--- src/rtl/e203_tcm_sram_ctrl.sv ---
// ICB slave to single-port TCM SRAM bridge: one access per command, response one cycle later,
// read data held under stall, light-sleep after idle. Optional macro E203_TCM_ADDR_CHK_EN flags out-of-range addresses.
module e203_tcm_sram_ctrl #(
    parameter int DW          = 32,
    parameter int MW          = 4,
    parameter int AW          = 32,
    parameter int RAM_AW      = 14,
    parameter int ADDR_LSB    = 2,
    parameter int LS_IDLE_CYC = 16
) (
    input  logic              clk,
    input  logic              rst_n,
    input  logic              i_icb_cmd_valid,
    output logic              o_icb_cmd_ready,
    input  logic [AW-1:0]     i_icb_cmd_addr,
    input  logic              i_icb_cmd_read,
    input  logic [DW-1:0]     i_icb_cmd_wdata,
    input  logic [MW-1:0]     i_icb_cmd_wmask,
    output logic              o_icb_rsp_valid,
    input  logic              i_icb_rsp_ready,
    output logic [DW-1:0]     o_icb_rsp_rdata,
    output logic              o_icb_rsp_err,
    output logic              o_ram_cs,
    output logic              o_ram_we,
    output logic [RAM_AW-1:0] o_ram_addr,
    output logic [MW-1:0]     o_ram_wem,
    output logic [DW-1:0]     o_ram_din,
    input  logic [DW-1:0]     i_ram_dout,
    output logic              o_ram_sd,
    output logic              o_ram_ds,
    output logic              o_ram_ls,
    output logic              o_ctrl_busy,
    output logic [1:0]        o_rsp_state
);

    // Handshakes: a transfer happens on a channel in every cycle where valid and ready are both 1;
    // valid never waits on ready, and rsp payload is stable while rsp_valid=1 and rsp_ready=0.
    typedef enum logic [1:0] {S_EMPTY = 2'd0, S_LIVE = 2'd1, S_HELD = 2'd2} rsp_state_e;

    localparam int LS_CW = (LS_IDLE_CYC > 0) ? $clog2(LS_IDLE_CYC + 1) : 1;
    localparam logic [LS_CW-1:0] LS_MAX = LS_CW'(LS_IDLE_CYC);

    rsp_state_e        r_state;
    rsp_state_e        w_state_nxt;
    logic              r_rsp_rd;
    logic              r_err;
    logic [DW-1:0]     r_hold;
    logic [LS_CW-1:0]  r_idle_cnt;
    logic [LS_CW-1:0]  w_cnt_inc;
    logic              r_ls;
    logic              w_hs;
    logic              w_rsp_hs;
    logic              w_oor;
    logic              w_idle;
    logic [DW-1:0]     w_rdata;
    logic              w_unused;

`ifdef E203_TCM_ADDR_CHK_EN
    assign w_oor = |i_icb_cmd_addr[AW-1:RAM_AW+ADDR_LSB];
`else
    assign w_oor = 1'b0;
`endif

    // Byte offset bits never reach the SRAM; upper bits only matter for the range check.
    assign w_unused = ^{i_icb_cmd_addr[ADDR_LSB-1:0], i_icb_cmd_addr[AW-1:RAM_AW+ADDR_LSB]};

    assign o_icb_rsp_valid = (r_state != S_EMPTY);
    assign o_icb_cmd_ready = ~r_ls & (~o_icb_rsp_valid | i_icb_rsp_ready);
    assign w_hs            = i_icb_cmd_valid & o_icb_cmd_ready;
    assign w_rsp_hs        = o_icb_rsp_valid & i_icb_rsp_ready;

    assign o_ram_cs   = w_hs & ~w_oor;
    assign o_ram_we   = ~i_icb_cmd_read;
    assign o_ram_addr = i_icb_cmd_addr[RAM_AW+ADDR_LSB-1:ADDR_LSB];
    assign o_ram_wem  = i_icb_cmd_read ? '0 : i_icb_cmd_wmask;
    assign o_ram_din  = i_icb_cmd_wdata;
    assign o_ram_sd   = 1'b0;
    assign o_ram_ds   = 1'b0;
    assign o_ram_ls   = r_ls;

    assign o_icb_rsp_rdata = w_rdata;
    assign o_icb_rsp_err   = r_err;
    assign o_ctrl_busy     = o_icb_rsp_valid | i_icb_cmd_valid;
    assign o_rsp_state     = r_state;

    always_comb begin
        w_state_nxt = r_state;
        if (w_hs) begin
            w_state_nxt = S_LIVE;
        end else if (w_rsp_hs) begin
            w_state_nxt = S_EMPTY;
        end else if (r_state == S_LIVE) begin
            w_state_nxt = S_HELD;
        end
    end

    always_comb begin
        w_rdata = '0;
        case (r_state)
            S_LIVE:  w_rdata = r_rsp_rd ? i_ram_dout : '0;
            S_HELD:  w_rdata = r_hold;
            default: w_rdata = '0;
        endcase
    end

    always_ff @(posedge clk or negedge rst_n) begin
        if (!rst_n) begin
            r_state  <= S_EMPTY;
            r_rsp_rd <= 1'b0;
            r_err    <= 1'b0;
            r_hold   <= '0;
        end else begin
            r_state <= w_state_nxt;
            if (w_hs) begin
                r_rsp_rd <= i_icb_cmd_read & ~w_oor;
                r_err    <= w_oor;
            end else if (w_rsp_hs) begin
                r_rsp_rd <= 1'b0;
                r_err    <= 1'b0;
            end
            // SRAM dout is only valid for one cycle, so a stalled live read must be captured now.
            if ((r_state == S_LIVE) && !i_icb_rsp_ready) begin
                r_hold <= w_rdata;
            end
        end
    end

    assign w_idle    = ~w_hs & ~o_icb_rsp_valid;
    assign w_cnt_inc = r_idle_cnt + 1'b1;

    always_ff @(posedge clk or negedge rst_n) begin
        if (!rst_n) begin
            r_idle_cnt <= '0;
            r_ls       <= 1'b0;
        end else if (r_ls && i_icb_cmd_valid) begin
            // Wake cycle: cmd_ready stays low now, the command is accepted next cycle.
            r_idle_cnt <= '0;
            r_ls       <= 1'b0;
        end else if (!w_idle) begin
            r_idle_cnt <= '0;
        end else if ((LS_IDLE_CYC != 0) && (r_idle_cnt != LS_MAX)) begin
            r_idle_cnt <= w_cnt_inc;
            if (w_cnt_inc == LS_MAX) begin
                r_ls <= 1'b1;
            end
        end
    end

endmodule

--- config.mk ---
export PLATFORM = sky130hd
export DESIGN_NAME = e203_tcm_sram_ctrl
export DESIGN_NICKNAME = d
export VERILOG_FILES = /design/src/rtl/e203_tcm_sram_ctrl.sv
export SDC_FILE = /design/constraint.sdc
export NUM_CORES = 1
export LEC_CHECK = 0
export BUFFER_PORTS_ARGS = -buffer_cell sky130_fd_sc_hd__buf_2
export CAP_MARGIN = 40
export CORE_MARGIN = 2
export CORE_UTILIZATION = 30
export DETAILED_ROUTE_END_ITERATION = 10
export PLACE_DENSITY = 0.7
export SLEW_MARGIN = 20
export SYNTH_ARGS = -nofsm -noshare
export SYNTH_HDL_FRONTEND = slang
export SYNTH_SLANG_ARGS = --single-unit
--- constraint.sdc ---
create_clock -name clk -period 2 [get_ports clk]
set_clock_uncertainty 0.15 [all_clocks]
set_input_delay 0.2 -clock clk [delete_from_list [all_inputs] [get_ports clk]]
set_output_delay 0.2 -clock clk [all_outputs]
set_load 0.01 [all_outputs]
==> key figures <==
Clock tree
  – Clock sink count: 41
  – Reg clk slew, reported paths: 0.08 ns
  – Worst-Skew Late Latency: 0.30 ns
  – Clock tree buffer depth: 2
  – CTS tree: yes
  – H-tree levels: 2
  – Num CTS Buffers: 5
  – Root Buffer: clkbuf_8

Logic synthesis
  – Post-synth cell types: 28
  – Seq/Total Area, Yosys: 0.3850
  – Top cells by area, synth: dfrtp_1, buf_4, a32o_1, nor2b_1, a22oi_1
  – Post-synthesis register bit count: 41
  – Synthesized netlist cell count: 259
  – Yosys top cell area share: 0.3850
  – Post-Syn Area: 0.002665 mm2
  – Syn. warnings: 0
  – Post-synth top area cell: dfrtp_1
  – Post-Syn Area per Cell: 10.29 um2

Global routing
  – Total gr overflow: 0
  – First-pass GRT wire length: 10.67 mm
  – Largest net degree at the start of global routing: 34
  – GRT Total Usage: 0.1365
  – Vias in the first global route: 2,133
  – Initial antenna violation count: 0

Final layout
  – Area Growth Syn to Fin: 27.56%
  – Reg area: 0.001026 mm2
  – Fill cell count: 866
  – Fin util: 0.3917
  – Most frequent cells in the layout: buf_2, dfrtp_1, nor2b_1, a32o_1, a22oi_1
  – Most common cell after layout, fill and taps aside: buf_2
  – Ant. Diodes: 0
  – Nets: 427
  – Area occupied by multi-input gates: 0.001200 mm2
  – Post-route cell area: 0.003400 mm2
  – Layout cells sized above 1: 0.4308

Detailed routing
  – WL final: 7.150 mm
  – DRC errors left: 0
  – Drt via density: 5.188
  – Detail Route Antenna Nets: 0
  – Iter 0 DRT Violations: 75
  – Vias: 2,210
  – Drt wl/cell: 16.78 um
  – Pre-antenna DRT Iters: 4

Die
  – Full die area: 0.009653 mm2
  – Core area: 0.008678 mm2
  – Initial Utilization: 0.3071
  – Chip Height: 98.25 um
  – Ports: 198
  – Die X-Extent: 98.25 um
  – # rows: 34

Power
  – Pwr/cell area: 1157 mW/mm2
  – Peak VDD IR: 0.5312 mV
  – Leak Pwr: 1.543 nW

Placed design
  – GP Congestion: 0.7033
  – Setup Slack @ Placement: 0.2185 ns
  – I/O Buffers: 84
  – HPWL Detailed: 4.327 mm
  – DP Area: 0.002821 mm2

Critical path
  – CP Class: register to primary output
  – R2R setup slack: 0.16 ns
  – Worst path max stage delay: 0.41 ns
  – Kind of end point of the critical path: primary output
  – WP depth: 7
  – RR Endpoint: r_hold[27]
  – Critical Path RT: 1.65 ns
  – CP Launch Type: register
  – R2R depth: 7
  – WP data arrival: 1.68 ns
  – Crit path cell chain: inv_2 > ha_4 > and2_4 > buf_12 > a22oi_2 > nor2b_1 > buf_2
  – Reg-to-Reg Start: o_rsp_state[1]
  – Crit-path leading delay family: flip-flops
  – Slowest-stage cell, CP: dfrtp_1
  – Crit path buffers/inverters: 3
  – Max Fanout on Critical Path: 8

Run
  – Max Cap Viol: 0

Hold path
  – Worst hold-check path type: primary input to register
  – WHS Endpoint: r_hold[8]
  – Hold Crit Start: i_ram_dout[8]
  – Worst Hold Depth: 2

STA
  – Final hold violations: 0
  – Slew Limit Fails: 0
  – Relative slew slack: 0.5599
  – Final setup margin: -0.02663 ns
  – Fin crit period: 2.027 ns
  – Max Freq: 493.4 MHz
  – RSZ-0062 raised after global routing: true
  – Setup-failing EPs final: 11
  – Worst Max-Slew Pin Slew: 0.6601 ns
  – Final worst-path cycle share: 1.013

Status
  – Outcome: finished with violations
  – Failing checks: setup timing
-- report_power, final --
| part | total, W | switching [W] | internal (W) |
|---|---|---|---|
| sequential | 0.00109 | 0.000109 | 0.000984 |
| clock | 0.000798 | 0.000302 | 0.000496 |
| combinational | 0.00204 | 0.00102 | 0.00102 |
-- flip-flops by register name (all words and copies together) (netlist names) --
register,count
o_rsp_state,2
o_ram_ls,1
r_hold,32
r_rsp_rd,1
r_idle_cnt,5
-- cells by family (layout without fill, tap and decap cells) --
family / Yosys count / count (layout) / share of synthesized area
compound gates: 69 / 69 / 0.2263
xor+xnor: 4 / 4 / 0.01315
simple gates: 60 / 60 / 0.1324
fa+ha+maj: 5 / 5 / 0.02347
buf+inv: 77 / 134 / 0.2108
mux: 2 / 2 / 0.007512
flops: 41 / 41 / 0.3850
other cells: 1 / 3 / 0.001407
-- Yosys cell counts --
cell type / instances
a21o_1: 1
a22o_1: 1
a22oi_1: 32
a2bb2oi_1: 1
a311oi_1: 1
a32o_1: 32
and2_1: 1
and3b_1: 1
and4bb_2: 1
buf_2: 5
buf_4: 49
buf_6: 11
clkbuf_1: 5
conb_1: 1
dfrtp_1: 41
ha_1: 5
inv_1: 7
mux2i_1: 2
nand2_1: 2
nand2b_1: 2
nand3_1: 2
nand3b_1: 1
nor2_1: 10
nor2b_1: 39
o32ai_1: 1
or2_1: 1
xnor2_1: 2
xor2_1: 2
-- worst reg2reg max path, delay by kind of cell (launching register included) --
kind,cells,cell delay [ns]
AND/OR/NAND/NOR,2,0.19
buffers and inverters,3,0.58
adder cells (fa/ha/maj),1,0.18
flip-flops,1,0.41
AO/OA/AOI/OAI,1,0.23
-- cell type report --
cell class / count / area share
Tap cell: 108 / 0.03975
Clock inverter: 3 / 0.01914
Clock buffer: 5 / 0.02024
Sequential cell: 41 / 0.3018
Timing Repair Buffer: 119 / 0.2584
Multi-Input combinational cell: 143 / 0.3530
Inverter: 7 / 0.007729
-- per-stage QoR --
| stage | TNS (ns) | instances | total power (W) | hold WS [ns] |
|---|---|---|---|---|
| 4_1_cts | -0.004531 | 420 | 0.003634 | 0.0002706 |
| 3_3_place_gp | 0 | 395 | 0.002613 | 0.1247 |
| 3_5_place_dp | 0 | 395 | 0.002642 | 0.1256 |
| 6_report | -0.1459 | 426 | 0.003932 | 0.01124 |
| 2_1_floorplan | 0 | 261 | 0.002264 | -0.2456 |
| 5_1_grt | -2.862 | 426 | 0.004176 | 0.005931 |
-- worst max path at each step --
stage                   startpoint                   to  slack, ns
global route        o_rsp_state[1]   o_icb_rsp_rdata[2]      -0.11
detailed placement  o_rsp_state[1]   o_icb_rsp_rdata[3]       0.22
global placement    o_rsp_state[0]           r_hold[27]       0.28
finish              o_rsp_state[1]  o_icb_rsp_rdata[28]      -0.03
CTS                 o_rsp_state[1]  o_icb_rsp_rdata[15]     -0.003
floorplan           o_rsp_state[0]            r_hold[0]       0.24
-- per-layer routing --
layer  wire length, um  vias up  GRT usage
met1              3023     1101     0.1688
met3               477       17    0.03150
met5                 0        -          0
li1                  -     1004          -
met2              3521       88     0.2339
met4               127        0    0.04847
-- timing repair --
item,4_1_cts,5_1_grt
endpoints found under the hold margin,37,0
pin swaps,0,2
setup buffers,3,2
gates cloned,2,4
resized for setup,3,22
hold buffers,12,0
endpoints found under the setup margin,32,32
Power figures use the tool's default switching activity.
